## config.mk

```make
export PLATFORM = sky130hd
export DESIGN_NAME = servo_ramp_ctrl
export DESIGN_NICKNAME = d
export VERILOG_FILES = /design/src/rtl/servo_pkg.sv /design/src/rtl/servo_frame_timer.sv /design/src/rtl/servo_ramp_ctrl.sv
export SDC_FILE = /design/constraint.sdc
export NUM_CORES = 1
export LEC_CHECK = 0
export ABC_AREA = 1
export BUFFER_PORTS_ARGS = -buffer_cell sky130_fd_sc_hd__buf_2
export CAP_MARGIN = 40
export CORE_MARGIN = 5
export CORE_UTILIZATION = 58
export CTS_BUF_LIST = sky130_fd_sc_hd__clkbuf_8
export DETAILED_ROUTE_END_ITERATION = 6
export GPL_TIMING_DRIVEN = 1
export PLACE_DENSITY = 0.77
export SLEW_MARGIN = 10
export SYNTH_ARGS = -nofsm -noshare
export SYNTH_HDL_FRONTEND = slang
export SYNTH_SLANG_ARGS = --single-unit
```

## constraint.sdc

```tcl
create_clock -name clk -period 4.45 [get_ports clk]
set_clock_uncertainty 0.15 [all_clocks]
set_input_delay 0.2225 -clock clk [delete_from_list [all_inputs] [get_ports clk]]
set_output_delay 0.2225 -clock clk [all_outputs]
set_load 0.005 [all_outputs]
```

## src/rtl/servo_pkg.sv

```systemverilog
// Shared constants and types for the servo position sequencer and PWM driver.
// Optional feature macro: SERVO_SWEEP_EN (autonomous end-to-end sweep).
package servo_pkg;

   localparam int DUTY_W      = 20;
   localparam int MIN_DUTY    = 25000;   // 1.0 ms, 0 deg
   localparam int MAX_DUTY    = 50000;   // 2.0 ms, 180 deg
   localparam int CENTER_DUTY = 37500;   // 1.5 ms, power-on position
   localparam int FRAME_TICKS = 500000;  // 20 ms at 25 MHz
   localparam int STEP_W      = 16;
   localparam int DIV_W       = 8;

   // Self-issued sweep profile (SERVO_SWEEP_EN builds only)
   localparam int SWEEP_STEP  = 250;
   localparam int SWEEP_DIV   = 100;

   typedef logic [DUTY_W-1:0] duty_t;

   typedef enum logic [1:0] {
      IDLE = 2'd0,
      RAMP = 2'd1,
      DONE = 2'd2
   } ramp_state_t;

endpackage

```

## src/rtl/servo_frame_timer.sv

```systemverilog
// Free-running PWM frame counter; frame_tick marks the last clock of a frame.
// Shared between the ramp sequencer and the servo PWM driver so both agree
// on frame boundaries.
module servo_frame_timer #(
   parameter int FRAME_TICKS = servo_pkg::FRAME_TICKS
) (
   input  logic clk,
   input  logic rst_n,
   output logic frame_tick
);

   localparam int              CW   = (FRAME_TICKS > 1) ? $clog2(FRAME_TICKS) : 1;
   localparam logic [CW-1:0]   LAST = CW'(FRAME_TICKS - 1);
   localparam logic [CW-1:0]   ONE  = CW'(1);

   logic [CW-1:0] count;

   // Count 0..FRAME_TICKS-1 and wrap; runs regardless of sequencer state.
   always_ff @(posedge clk) begin
      // NOTE: sequential state uses non-blocking assignments so every register
      // samples pre-edge values and simulation matches the synthesized flops.
      if (!rst_n)
         count <= '0;
      else if (count == LAST)
         count <= '0;
      else
         count <= count + ONE;
   end

   assign frame_tick = (count == LAST);

endmodule

```

## src/rtl/servo_ramp_ctrl.sv

```systemverilog
// Servo position sequencer: accepts target commands over valid/ready and
// ramps duty toward each target in fixed steps, updating only on frame
// boundaries so the PWM driver never sees a mid-period change.
// Optional feature macro: SERVO_SWEEP_EN adds sweep_en, which self-issues
// alternating MAX/MIN targets while idle and no external command is present.
module servo_ramp_ctrl
   import servo_pkg::*;
#(
   parameter int FRAME_TICKS = servo_pkg::FRAME_TICKS,
   parameter int DUTY_W      = servo_pkg::DUTY_W,
   parameter int MIN_DUTY    = servo_pkg::MIN_DUTY,
   parameter int MAX_DUTY    = servo_pkg::MAX_DUTY,
   parameter int CENTER_DUTY = servo_pkg::CENTER_DUTY,
   parameter int STEP_W      = servo_pkg::STEP_W,
   parameter int DIV_W       = servo_pkg::DIV_W
) (
   input  logic              clk,
   input  logic              rst_n,
`ifdef SERVO_SWEEP_EN
   input  logic              sweep_en,
`endif
   input  logic              cmd_valid,
   output logic              cmd_ready,
   input  logic [DUTY_W-1:0] cmd_target,
   input  logic [STEP_W-1:0] cmd_step,
   input  logic [DIV_W-1:0]  cmd_div,
   input  logic              abort,
   output logic [DUTY_W-1:0] duty,
   output logic              frame_tick,
   output logic              busy,
   output logic              done,
   output logic              clamped
);

   localparam int                EXT_W = DUTY_W + 1;
   localparam logic [DUTY_W-1:0] MIN_D = DUTY_W'(MIN_DUTY);
   localparam logic [DUTY_W-1:0] MAX_D = DUTY_W'(MAX_DUTY);
   localparam logic [DUTY_W-1:0] CTR_D = DUTY_W'(CENTER_DUTY);
   localparam logic [STEP_W-1:0] STEP_ONE = STEP_W'(1);
   localparam logic [DIV_W-1:0]  DIV_ONE  = DIV_W'(1);

   ramp_state_t       state;
   logic [DUTY_W-1:0] target;
   logic [STEP_W-1:0] step;
   logic [DIV_W-1:0]  div_eff;
   logic [DIV_W-1:0]  div_cnt;

   // Command source after optional sweep muxing
   logic              src_valid;
   logic [DUTY_W-1:0] src_target;
   logic [STEP_W-1:0] src_step;
   logic [DIV_W-1:0]  src_div;

   // Command after clamping / zero substitution
   logic              accept;
   logic [DUTY_W-1:0] acc_target;
   logic              acc_clamped;
   logic [STEP_W-1:0] acc_step;
   logic [DIV_W-1:0]  acc_div;

   logic [DUTY_W-1:0] next_duty;
   logic [EXT_W-1:0]  duty_x, target_x, step_x, up_sum, down_lim;

   servo_frame_timer #(.FRAME_TICKS(FRAME_TICKS)) u_frame_timer (
      .clk        (clk),
      .rst_n      (rst_n),
      .frame_tick (frame_tick)
   );

`ifdef SERVO_SWEEP_EN
   logic sweep_hi;
   logic sweep_issue;

   // Choose the command source: external commands win over the sweep.
   always_comb begin
      src_valid   = cmd_valid;
      src_target  = cmd_target;
      src_step    = cmd_step;
      src_div     = cmd_div;
      sweep_issue = 1'b0;
      if (!cmd_valid && sweep_en) begin
         sweep_issue = 1'b1;
         src_valid   = 1'b1;
         src_target  = sweep_hi ? MAX_D : MIN_D;
         src_step    = STEP_W'(SWEEP_STEP);
         src_div     = DIV_W'(SWEEP_DIV);
      end
   end

   // Alternate sweep direction each time a sweep target is accepted.
   always_ff @(posedge clk) begin
      if (!rst_n)
         sweep_hi <= 1'b1;
      else if (state == IDLE && sweep_issue)
         sweep_hi <= ~sweep_hi;
   end
`else
   // Only external commands move the servo.
   always_comb begin
      src_valid  = cmd_valid;
      src_target = cmd_target;
      src_step   = cmd_step;
      src_div    = cmd_div;
   end
`endif

   // Clamp the requested target into the legal range and map 0 step/div to 1.
   always_comb begin
      accept      = src_valid && (state == IDLE);
      acc_target  = src_target;
      acc_clamped = 1'b0;
      if (src_target < MIN_D) begin
         acc_target  = MIN_D;
         acc_clamped = 1'b1;
      end else if (src_target > MAX_D) begin
         acc_target  = MAX_D;
         acc_clamped = 1'b1;
      end
      acc_step = (src_step == '0) ? STEP_ONE : src_step;
      acc_div  = (src_div  == '0) ? DIV_ONE  : src_div;
   end

   // One step toward target, computed one bit wider and saturated at target.
   always_comb begin
      duty_x   = {1'b0, duty};
      target_x = {1'b0, target};
      step_x   = EXT_W'(step);
      up_sum   = duty_x + step_x;
      down_lim = target_x + step_x;
      if (target > duty)
         next_duty = (up_sum >= target_x) ? target : duty + DUTY_W'(step);
      else
         next_duty = (duty_x <= down_lim) ? target : duty - DUTY_W'(step);
   end

   // Sequencer FSM: accept in IDLE, step on frame ticks in RAMP, pulse in DONE.
   always_ff @(posedge clk) begin
      if (!rst_n) begin
         state   <= IDLE;
         duty    <= CTR_D;
         target  <= CTR_D;
         step    <= STEP_ONE;
         div_eff <= DIV_ONE;
         div_cnt <= '0;
         done    <= 1'b0;
         clamped <= 1'b0;
      end else begin
         done <= 1'b0;
         case (state)
            IDLE: begin
               if (accept) begin
                  target  <= acc_target;
                  step    <= acc_step;
                  div_eff <= acc_div;
                  div_cnt <= '0;
                  clamped <= acc_clamped;
                  if (acc_target == duty)
                     done <= 1'b1;
                  else
                     state <= RAMP;
               end
            end
            RAMP: begin
               if (abort) begin
                  state   <= DONE;
                  done    <= 1'b1;
                  div_cnt <= '0;
               end else if (frame_tick) begin
                  if (div_cnt == div_eff - DIV_ONE) begin
                     div_cnt <= '0;
                     duty    <= next_duty;
                     if (next_duty == target) begin
                        state <= DONE;
                        done  <= 1'b1;
                     end
                  end else begin
                     div_cnt <= div_cnt + DIV_ONE;
                  end
               end
            end
            DONE:    state <= IDLE;
            default: state <= IDLE;
         endcase
      end
   end

   // Ready is forced low while reset is being applied, not just after it.
   assign cmd_ready = (state == IDLE) && rst_n;
   assign busy      = (state == RAMP);

endmodule

```

==> results.yml <==
run_status:
  status: "complete, but fails checks"
  failed_checks: "setup timing"
routing:
  drtIter0Drc: 1107
  avgViaCountPerCell: 5.79
  remaining_drc_errors: 0
  drt-pass1-iter-count: 5
  vias: 11609
  wirelength_um: 35800
  wl_per_cell_um: 17.9
  detail-route-antenna-nets: 0
critical_path:
  reg2reg_slack_ns: -0.07
  worst_setup_path_end_kind: "flop"
  cpPeakStageDelay_ns: 0.42
  reg2reg_to: "done"
  crit_family: "simple AND/OR/NAND/NOR gates"
  crit_arrival_ns: 4.71
  critPathBufInv: 5
  path_class: "reg -> reg"
  timing.rr.start: "step[3]"
  worst-path-max-fanout: 6
  ff2ff_path_depth: 35
  critPathSlowestCell: "dfxtp_4"
  critical_path_required_ns: 4.64
  critPathLaunchType: "flop"
job:
  drv_cap: 0
placement:
  dp_hpwl_um: 27100
  gp_congestion: 1.02
  place_area_mm2: 0.0115
  place_ws_ns: -0.386
  port_buffers: 72
layout:
  area_growth_pct: 29.5
  drive_gt1_share_pct: 24.0
  antenna_cells: 0
  fillers: 1339
  final_area_mm2: 0.0126
  layout.nets: 1942
power_and_ir_drop:
  peakVddDrop_v: 0.000190
  p_leak_nw: 6.29
  pwr_density_cell_mw_per_mm2: 302
die:
  die_area_mm2: 0.0195
  rows: 47
  start_util_pct: 59.1
  ios: 73
  die_w_um: 140
  coreArea_mm2: 0.0165
  die_h_um: 140
min_path:
  hold_class: "in -> reg"
  holdCritStartpoint: "cmd_target[1]"
  hold_end: "target[1]"
  hold-path-cell-count: 3
sta:
  rsz0062_at_grt: "true"
  tightest_slew_ns: 0.743
  tns_ns: -0.162
  post-route-min-period_ns: 4.52
  fin_crit_sh_pct: 102
  final-setup-viol-count: 3
  max_slew_margin_pct: 50.0
  final_max_slew_viol_count: 0
  hold_viol: 0
  max_freq_mhz: 221
  setup_slack_ns: -0.0729
cts:
  root_buffer: "clkbuf_8"
  cts_buffer_depth: 2
  clk_latency_ns: 0.41
  cts-buffers-inserted: 9
  cts_tree: "done"
  path_clk_slew_ns: 0.12
  h-tree-depth: 3
  cts.sinks: 95
global_routing:
  grt_pass1_vias: 10864
  antenna_found_initial: 0
  grt_pass1_wl_um: 55100
  grt-ovfl-total: 0
  track_usage_pct: 34.9
  grt_max_degree: 60
synthesis:
  synth_edf_count: 0
  ys.flop_type: "dfxtp_1"
  ys_ff_latch: 95
  ys_top_cells_by_count: "nand2_1 (348), inv_1 (189), nor2_1 (138), nand3_1 (125), a21oi_1 (117)"
  async_reset_ff_share_pct: 0
  synth_area_leaders: "dfxtp_1 (19%), ha_1 (14%), nand2_1 (13%)"
  synth_warnings: 0
  synth_fp_nets: 1685
  postSynthAreaPerCell_um2: 6.41
  synth.distinct_cells: 51
  postSynthCellCount: 1523
  yosys.cell_count.top_type: "nand2_1"
  yosys.area.top_type: "dfxtp_1"
  syn-cell-area_mm2: 0.00976
  synth_seq_area_share_pct: 19.5
  synth_top_area_share_pct: 19.5
## cell type report
cell class | count | area [um2] | area share, %
Multi-Input combinational cell | 1176 | 7310 | 57.8
Timing Repair Buffer | 295 | 2180 | 17.3
Sequential cell | 95 | 1920 | 15.2
Inverter | 203 | 767 | 6.07
Tap cell | 220 | 275 | 2.18
Clock buffer | 9 | 124 | 0.980
Clock inverter | 7 | 55.1 | 0.435
## worst register-to-register path, delay by kind of cell (launching register included)
kind                     cells  cell delay (ns)
XOR/XNOR                     1             0.18
AND/OR/NAND/NOR             24             2.20
adder cells (fa/ha/maj)      2             0.60
flip-flops                   1             0.42
buffers and inverters        5             0.45
AO/OA/AOI/OAI                3             0.44
## metal layers
layer | track usage (%) | up-vias | part of all wire, %
li1 | - | 5569 | -
met1 | 46.5 | 5318 | 41
met2 | 56.7 | 614 | 45
met3 | 7.55 | 108 | 11
met4 | 10.8 | 0 | 3.6
met5 | 0 | - | 0
## registers in the layout, summed over array words and instances, names as in the netlist
name / count
clamped: 1
div_cnt: 8
div_eff: 8
done: 1
duty: 20
state: 2
step: 16
target: 20
u_frame_timer.count: 19
## stage by stage
step	hold WS (ns)	power [mW]	cells	util (%)
floorplan	0.207	2.19	1523	-
global placement	0.280	2.88	1941	69.6
detailed placement	0.292	2.91	1941	69.6
CTS	0.0296	3.59	1992	73.6
global route	0.0407	4.07	2005	76.5
finish	0.0405	3.82	2005	76.5
## cell families (layout without fill, tap and decap cells)
| group | count (synthesis) | count (layout) | synth area share (%) |
|---|---|---|---|
| AOI/OAI and AO/OA | 250 | 250 | 14.7 |
| xor gates and xnor gates | 81 | 81 | 7.27 |
| adders and majority gates | 114 | 114 | 14.8 |
| buffers and inverters | 253 | 514 | 10.5 |
| DFF | 95 | 95 | 19.5 |
| and+or+nand+nor | 730 | 731 | 33.2 |
## how the worst max path moves through the flow
stage,startpoint,endpoint,slack (ns),cells after the start
final,step[3],done,-0.07,35
after global routing,target[2],done,-0.44,39
after CTS,step[1],done,-0.13,31
after detailed placement,target[1],state[0],-0.39,33
after global placement,target[1],state[0],-0.34,32
after floorplan,target[2],state[0],0.25,32
## layout by cell type, fill, tap and decap left out, types with 17 or more instances in the layout
cell type	synthesis	routed
nand4_1	42	42
dfxtp_1	95	85
nand2_2	8	28
o21ai_0	64	61
nand2_1	348	327
nand3_2	3	17
buf_2	18	72
inv_1	189	186
nor2_1	138	126
xor2_1	68	66
nor3_1	23	21
dlygate4sd3_1	0	24
a21oi_1	117	108
ha_1	111	99
buf_4	9	188
nand3_1	125	111
## power by group
part | total (mW) | switching [mW] | internal [mW]
Combinational | 2.31 | 1.31 | 0.997
Sequential | 0.941 | 0.0452 | 0.896
Clock | 0.575 | 0.366 | 0.209
Total | 3.82 | 1.72 | 2.10
## what timing repair did
| item | 4_1_cts | 5_1_grt |
|---|---|---|
| setup endpoints to repair | 5 | 15 |
| hold endpoints to repair | 24 | 0 |
| gates resized for setup | 39 | 83 |
| hold buffers | 24 | 0 |
| setup buffers | 10 | 12 |
| pin swaps | 38 | 55 |
| gates cloned | 1 | 1 |
Power figures use the tool's default switching activity.
